==> config.mk <==
export PLATFORM = sky130hd
export DESIGN_NAME = pit8253_bus_master_flat
export DESIGN_NICKNAME = d
export VERILOG_FILES = /design/src/rtl/pit8253_bus_master_if.sv /design/src/rtl/pit8253_bus_master.sv /design/src/flat_wrapper.sv
export SDC_FILE = /design/constraint.sdc
export NUM_CORES = 1
export LEC_CHECK = 0
export ABC_CLOCK_PERIOD_IN_PS = 1900
export CORE_MARGIN = 8
export CORE_UTILIZATION = 45
export DETAILED_ROUTE_END_ITERATION = 6
export DONT_BUFFER_PORTS = 1
export MAX_ROUTING_LAYER = met4
export PLACE_DENSITY = 0.59
export SETUP_SLACK_MARGIN = 0.15
export SYNTH_ARGS = -nofsm -noshare
export SYNTH_HDL_FRONTEND = slang
export SYNTH_SLANG_ARGS = --single-unit
==> constraint.sdc <==
create_clock -name clk -period 1.9 [get_ports clk]
set_input_delay 0 -clock clk [delete_from_list [all_inputs] [get_ports clk]]
set_output_delay 0 -clock clk [all_outputs]
set_load 0.1 [all_outputs]
==> src/rtl/pit8253_bus_master_if.sv <==
// pit8253_bus_master_if: command/response handshake and pit8253 register bus
interface pit8253_bus_master_if;
  logic        cmd_valid;
  logic        cmd_ready;
  logic        cmd_op;
  logic [1:0]  cmd_chan;
  logic [1:0]  cmd_rl;
  logic [2:0]  cmd_mode;
  logic        cmd_bcd;
  logic [15:0] cmd_value;
  logic        rsp_valid;
  logic        rsp_err;
  logic [15:0] rsp_data;
  logic        busy;
  logic [1:0]  pit_a;
  logic        pit_wr;
  logic        pit_rd;
  logic [7:0]  pit_dout;
  logic [7:0]  pit_din;
  modport master (
    input  cmd_valid, cmd_op, cmd_chan, cmd_rl, cmd_mode, cmd_bcd, cmd_value, pit_din,
    output cmd_ready, rsp_valid, rsp_err, rsp_data, busy, pit_a, pit_wr, pit_rd, pit_dout
  );
  modport slave (
    output cmd_valid, cmd_op, cmd_chan, cmd_rl, cmd_mode, cmd_bcd, cmd_value, pit_din,
    input  cmd_ready, rsp_valid, rsp_err, rsp_data, busy, pit_a, pit_wr, pit_rd, pit_dout
  );
endinterface

==> src/rtl/pit8253_bus_master.sv <==
// pit8253_bus_master: sequences control word and count bytes onto the pit8253 bus per command
module pit8253_bus_master #(
  parameter int GAP_CE  = 1,
  parameter int RD_HOLD = 2
) (
  input logic clk,
  input logic reset,
  input logic ce,
  pit8253_bus_master_if.master bus
);
  typedef enum logic [2:0] {IDLE, CW, LSB_WR, MSB_WR, RD_LSB, RD_MSB, GAP, RESP} state_t;
  state_t state_q, state_d, ret_q, ret_d;
  logic pend_q, pend_d, op_q, op_d, err_q, err_d, wr_q, wr_d, rd_q, rd_d;
  logic [1:0] chan_q, chan_d, rl_q, rl_d, a_q, a_d;
  logic [7:0] cw_q, cw_d, dout_q, dout_d, cnt_q, cnt_d;
  logic [15:0] val_q, val_d, data_q, data_d;
  logic accept, illegal, last_gap, last_rd;
  assign bus.cmd_ready = state_q == IDLE && !pend_q;
  assign bus.busy = !bus.cmd_ready;
  assign bus.rsp_valid = state_q == RESP;
  assign bus.rsp_err = err_q;
  assign bus.rsp_data = data_q;
  assign bus.pit_a = a_q;
  assign bus.pit_wr = wr_q;
  assign bus.pit_rd = rd_q;
  assign bus.pit_dout = dout_q;
  always_comb begin
    state_d = state_q;
    ret_d = ret_q;
    pend_d = pend_q;
    op_d = op_q;
    err_d = err_q;
    wr_d = wr_q;
    rd_d = rd_q;
    chan_d = chan_q;
    rl_d = rl_q;
    a_d = a_q;
    cw_d = cw_q;
    dout_d = dout_q;
    cnt_d = cnt_q;
    val_d = val_q;
    data_d = data_q;
    accept = bus.cmd_valid && bus.cmd_ready;
    illegal = bus.cmd_chan == 2'd3 || (!bus.cmd_op && bus.cmd_rl == 2'd0);
    last_gap = cnt_q == 8'(GAP_CE - 1);
    last_rd = cnt_q == 8'(RD_HOLD - 1);
    if (accept) begin
      op_d = bus.cmd_op;
      chan_d = bus.cmd_chan;
      rl_d = bus.cmd_rl;
      val_d = bus.cmd_value;
      cw_d = bus.cmd_op ? {bus.cmd_chan, 6'b0} : {bus.cmd_chan, bus.cmd_rl, bus.cmd_mode, bus.cmd_bcd};
      err_d = illegal;
      data_d = '0;
      pend_d = !illegal;
      state_d = illegal ? RESP : IDLE;
    end else if (state_q == RESP) begin
      state_d = IDLE;
    end else if (ce) begin
      case (state_q)
        IDLE: if (pend_q) begin
          pend_d = 1'b0;
          state_d = CW;
          wr_d = 1'b1;
          a_d = 2'd3;
          dout_d = cw_q;
        end
        CW, LSB_WR, MSB_WR: begin
          wr_d = 1'b0;
          state_d = GAP;
          cnt_d = '0;
          ret_d = state_q == MSB_WR ? RESP :
                  state_q == LSB_WR ? (rl_q[1] ? MSB_WR : RESP) :
                  op_q ? RD_LSB : (rl_q[0] ? LSB_WR : MSB_WR);
        end
        RD_LSB, RD_MSB: begin
          cnt_d = last_rd ? '0 : cnt_q + 8'd1;
          if (last_rd) begin
            rd_d = 1'b0;
            state_d = GAP;
            ret_d = state_q == RD_LSB ? RD_MSB : RESP;
            data_d = state_q == RD_LSB ? {data_q[15:8], bus.pit_din} : {bus.pit_din, data_q[7:0]};
          end
        end
        GAP: begin
          cnt_d = last_gap ? '0 : cnt_q + 8'd1;
          if (last_gap) begin
            state_d = ret_q;
            wr_d = ret_q inside {LSB_WR, MSB_WR};
            rd_d = ret_q inside {RD_LSB, RD_MSB};
            a_d = ret_q == RESP ? a_q : chan_q;
            dout_d = ret_q == LSB_WR ? val_q[7:0] : ret_q == MSB_WR ? val_q[15:8] : dout_q;
          end
        end
        default: ;
      endcase
    end
  end
  always_ff @(posedge clk) begin
    if (reset) begin
      state_q <= IDLE;
      ret_q <= IDLE;
      pend_q <= 1'b0;
      op_q <= 1'b0;
      err_q <= 1'b0;
      wr_q <= 1'b0;
      rd_q <= 1'b0;
      chan_q <= '0;
      rl_q <= '0;
      a_q <= '0;
      cw_q <= '0;
      dout_q <= '0;
      cnt_q <= '0;
      val_q <= '0;
      data_q <= '0;
    end else begin
      state_q <= state_d;
      ret_q <= ret_d;
      pend_q <= pend_d;
      op_q <= op_d;
      err_q <= err_d;
      wr_q <= wr_d;
      rd_q <= rd_d;
      chan_q <= chan_d;
      rl_q <= rl_d;
      a_q <= a_d;
      cw_q <= cw_d;
      dout_q <= dout_d;
      cnt_q <= cnt_d;
      val_q <= val_d;
      data_q <= data_d;
    end
  end
endmodule

==> src/flat_wrapper.sv <==
// flat-port wrapper written by rule: the top's interface ports become plain ports
module pit8253_bus_master_flat 
#(
  parameter int GAP_CE  = 1,
  parameter int RD_HOLD = 2
)
  (clk, reset, ce, bus_cmd_valid, bus_cmd_op, bus_cmd_chan, bus_cmd_rl, bus_cmd_mode, bus_cmd_bcd, bus_cmd_value, bus_pit_din, bus_cmd_ready, bus_rsp_valid, bus_rsp_err, bus_rsp_data, bus_busy, bus_pit_a, bus_pit_wr, bus_pit_rd, bus_pit_dout);
  pit8253_bus_master_if bus_i ();
  input logic clk;
  input logic reset;
  input logic ce;
  input wire logic [$bits(bus_i.cmd_valid)-1:0] bus_cmd_valid;
  input wire logic [$bits(bus_i.cmd_op)-1:0] bus_cmd_op;
  input wire logic [$bits(bus_i.cmd_chan)-1:0] bus_cmd_chan;
  input wire logic [$bits(bus_i.cmd_rl)-1:0] bus_cmd_rl;
  input wire logic [$bits(bus_i.cmd_mode)-1:0] bus_cmd_mode;
  input wire logic [$bits(bus_i.cmd_bcd)-1:0] bus_cmd_bcd;
  input wire logic [$bits(bus_i.cmd_value)-1:0] bus_cmd_value;
  input wire logic [$bits(bus_i.pit_din)-1:0] bus_pit_din;
  output wire logic [$bits(bus_i.cmd_ready)-1:0] bus_cmd_ready;
  output wire logic [$bits(bus_i.rsp_valid)-1:0] bus_rsp_valid;
  output wire logic [$bits(bus_i.rsp_err)-1:0] bus_rsp_err;
  output wire logic [$bits(bus_i.rsp_data)-1:0] bus_rsp_data;
  output wire logic [$bits(bus_i.busy)-1:0] bus_busy;
  output wire logic [$bits(bus_i.pit_a)-1:0] bus_pit_a;
  output wire logic [$bits(bus_i.pit_wr)-1:0] bus_pit_wr;
  output wire logic [$bits(bus_i.pit_rd)-1:0] bus_pit_rd;
  output wire logic [$bits(bus_i.pit_dout)-1:0] bus_pit_dout;
  assign bus_i.cmd_valid = bus_cmd_valid;
  assign bus_i.cmd_op = bus_cmd_op;
  assign bus_i.cmd_chan = bus_cmd_chan;
  assign bus_i.cmd_rl = bus_cmd_rl;
  assign bus_i.cmd_mode = bus_cmd_mode;
  assign bus_i.cmd_bcd = bus_cmd_bcd;
  assign bus_i.cmd_value = bus_cmd_value;
  assign bus_i.pit_din = bus_pit_din;
  assign bus_cmd_ready = bus_i.cmd_ready;
  assign bus_rsp_valid = bus_i.rsp_valid;
  assign bus_rsp_err = bus_i.rsp_err;
  assign bus_rsp_data = bus_i.rsp_data;
  assign bus_busy = bus_i.busy;
  assign bus_pit_a = bus_i.pit_a;
  assign bus_pit_wr = bus_i.pit_wr;
  assign bus_pit_rd = bus_i.pit_rd;
  assign bus_pit_dout = bus_i.pit_dout;
  pit8253_bus_master #(.GAP_CE(GAP_CE), .RD_HOLD(RD_HOLD)) u_core (.clk(clk), .reset(reset), .ce(ce), .bus(bus_i));
endmodule
==> impl_metrics.toml <==
[global_routing]
gr-usage-met1_pct = 21.7
grt_pass1_vias = 2879
grt_pass1_wl_mm = 14.1
grt-busiest-layer = "met2"
grt_usage_pct = 17.9
antenna_found_initial = 0
gr-total-overflow = 0
grtUsageMet3_pct = 4.29
grtUsageMet2_pct = 28.2
grt_max_degree = 53

[synthesis]
synthDistinctLibCells = 47
synthFlopType = "dfxtp_1"
synth_fp_nets = 426
yosysWarnings = 0
syn_inst = 386
synthArstFlopShare_pct = 0
ys_ff_latch = 71
synth.avg_cell_area_um2 = 8.22
synth_edf_count = 0
syn-cell-area_um2 = 3170
yosysSeqAreaShare_pct = 44.8

[worst_setup_path]
cp-start-kind = "flop"
worstPathArrival_ns = 2.02
worst-setup-path-type = "flop to flop"
path_cells = "nor4_4, buf_4, a31oi_4, or4_4, buf_8, mux2i_1, nor2_1"
slowest_delay_ns = 0.43
cp-end-kind = "flop"
worst_ep_required_time_ns = 2.12
crit_fanout = 8
crit_slowest_cell = "or4_4"

[sta]
whs_ns = 0.0243
slew_headroom_pct = 78.5
rsz0062_at_grt = "true"
max_freq_mhz = 558
period_needed_ns = 1.79
finalSetupViolCount = 0
worst_slew_pin_slew_ns = 0.313
timing.final.crit_share_pct = 94.3
maxSlewViolCount = 0
finClkSkew_ns = 0.00740
finalHoldViolations = 0

[clock_network]
cts_tree = "built"
htree_levels = 3
cts_made_buffers = 9
numClockSinks = 71
path_clk_slew_ns = 0.07
cts_root_buffer = "clkbuf_8"
clock_path_buffers = 2
clk_latency_ns = 0.34

[floorplan]
start_util_pct = 46.7
ios = 69
core_area_um2 = 6790
die_y_um = 100
die-area_um2 = 10000
die_w_um = 100
rows = 30

[place]
gp_congestion = 0.857
place_inst = 517
hpwl_mm = 5.95
port_buffers = 0
placed_area_um2 = 3700

[drt]
drtPass1Iterations = 4
num_vias = 2975
drtIter0Drc = 171
drc_errors = 0
antenna_left = 0
vias_per_cell = 5.19
drt-wirelength-per-cell_um = 15.6
drt-total-wl_mm = 8.96

[final_layout]
syn_to_final_growth_pct = 39.0
multiInputGateArea_um2 = 1730
layout_common_cells = "nand2_1, dfxtp_1, buf_4, a21oi_1, dlygate4sd3_1"
design_area_um2 = 4410
drive_above_1_share_pct = 24.5
fillCellCount = 585
final_common_cell = "nand2_1"
n_antenna_cell = 0
seq_area_um2 = 1450
fin_cells = 573
layout.nets = 513

[power_and_ir_drop]
power_density_nw_per_um2 = 1190
p_leak_nw = 1.79
vdd_drop_max_mv = 0.506

[worst_hold_path]
hp-class = "primary input to flop"

[run_status]
status = "completed"

[flow_run]
maxCapViolations = 0
## cells by family (layout without fill, tap and decap cells)
kind of cell	Yosys count	count (layout)	share of synthesized area, %
AO/OA/AOI/OAI	90	90	17.3
flip-flops	71	71	44.8
buffers and inverters	33	124	4.38
multiplexers	27	27	8.51
adder cells (fa/ha/maj)	3	3	1.18
XOR/XNOR	1	1	0.276
AND/OR/NAND/NOR	161	161	23.6
## final timing paths
| check | from | to | slack [ns] | cells after the start |
|---|---|---|---|---|
| setup / recovery | u_core.cnt_q[2]$_SDFFE_PP0P_ | u_core.bus.pit_dout[1]$_SDFFE_PP0P_ | 0.11 | 7 |
| hold / removal | ce | u_core.bus.rsp_data[15]$_SDFFE_PP0P_ | 0.02 | 3 |
| setup reg to reg | u_core.cnt_q[2]$_SDFFE_PP0P_ | u_core.bus.pit_dout[1]$_SDFFE_PP0P_ | 0.11 | 7 |
| hold reg to reg | u_core.bus.rsp_data[8]$_SDFFE_PP0P_ | u_core.bus.rsp_data[8]$_SDFFE_PP0P_ | 0.45 | 2 |
## power by group
part / switching (W) / internal (W)
combinational: 0.00137 / 0.000843
clock: 0.000563 / 0.000597
sequential: 0.000177 / 0.00169
total: 0.00211 / 0.00313
## synth_stat cells, types with 2 or more instances
master / number / area share, %
nand2_1: 85 / 10
o21ai_0: 15 / 2.4
o221a_2: 2 / 0.71
a31oi_1: 5 / 0.99
dfxtp_1: 71 / 45
nor2_1: 34 / 4.0
a221oi_1: 3 / 0.83
buf_2: 6 / 0.95
a311oi_1: 2 / 0.55
clkbuf_1: 14 / 1.7
a311o_1: 2 / 0.63
nor3_1: 5 / 0.79
nand3_1: 7 / 1.1
mux2i_1: 27 / 8.5
nand3b_1: 5 / 1.2
nor3b_1: 8 / 1.9
a2bb2oi_1: 2 / 0.55
inv_1: 10 / 1.2
ha_1: 3 / 1.2
or4_1: 2 / 0.47
and3_1: 3 / 0.59
a32o_1: 3 / 0.95
a21oi_1: 48 / 7.6
## cell type report
class	count	share of cell area [%]
Clock buffer	9	2.81
Clock inverter	6	1.39
Inverter	11	1.02
Multi-Input combinational cell	282	39.2
Sequential cell	71	32.8
Tap cell	96	2.72
Timing Repair Buffer	98	20.1
## stage by stage
stage	util [%]	worst slack, ns	TNS [ns]	power [W]
3_3_place_gp	54.4	0.0802	0	0.00384
5_1_grt	64.9	0.0415	0	0.00552
3_5_place_dp	54.4	0.0571	0	0.00386
2_1_floorplan	-	-1.61	-70.84	0.00329
6_report	64.9	0.107	0	0.00524
4_1_cts	63.1	0.103	0	0.00514
## state kept, by name, indices dropped and copies added (netlist names), 2 cells and up
register	cells
u_core.bus.pit_a	2
u_core.bus.pit_dout	8
u_core.bus.rsp_data	16
u_core.cnt_q	8
u_core.cw_q	7
u_core.ret_q	3
u_core.rl_q	2
u_core.state_q	3
u_core.val_q	16
## per-layer routing
metal  up-vias  part of all wire (%)  routed length, um
met2        76                    48               4280
met1      1374                    46               4140
li1       1516                     -                  -
met4         0                  0.94                 84
met5         -                     0                  0
met3         9                   5.1                460
## worst max-delay path, delay by kind of cell (launching register included)
family	cells	cell delay (ns)
AOI/OAI and AO/OA	1	0.08
muxes	1	0.15
and+or+nand+nor	3	0.73
DFF	1	0.37
buffers and inverters	2	0.34
## what timing repair did
item	CTS	global route
endpoints found under the setup margin	17	35
pin swaps	4	9
resized for setup	10	26
hold buffers	36	0
setup buffers	1	4
hold endpoints to repair	69	0
Power figures use the tool's default switching activity.
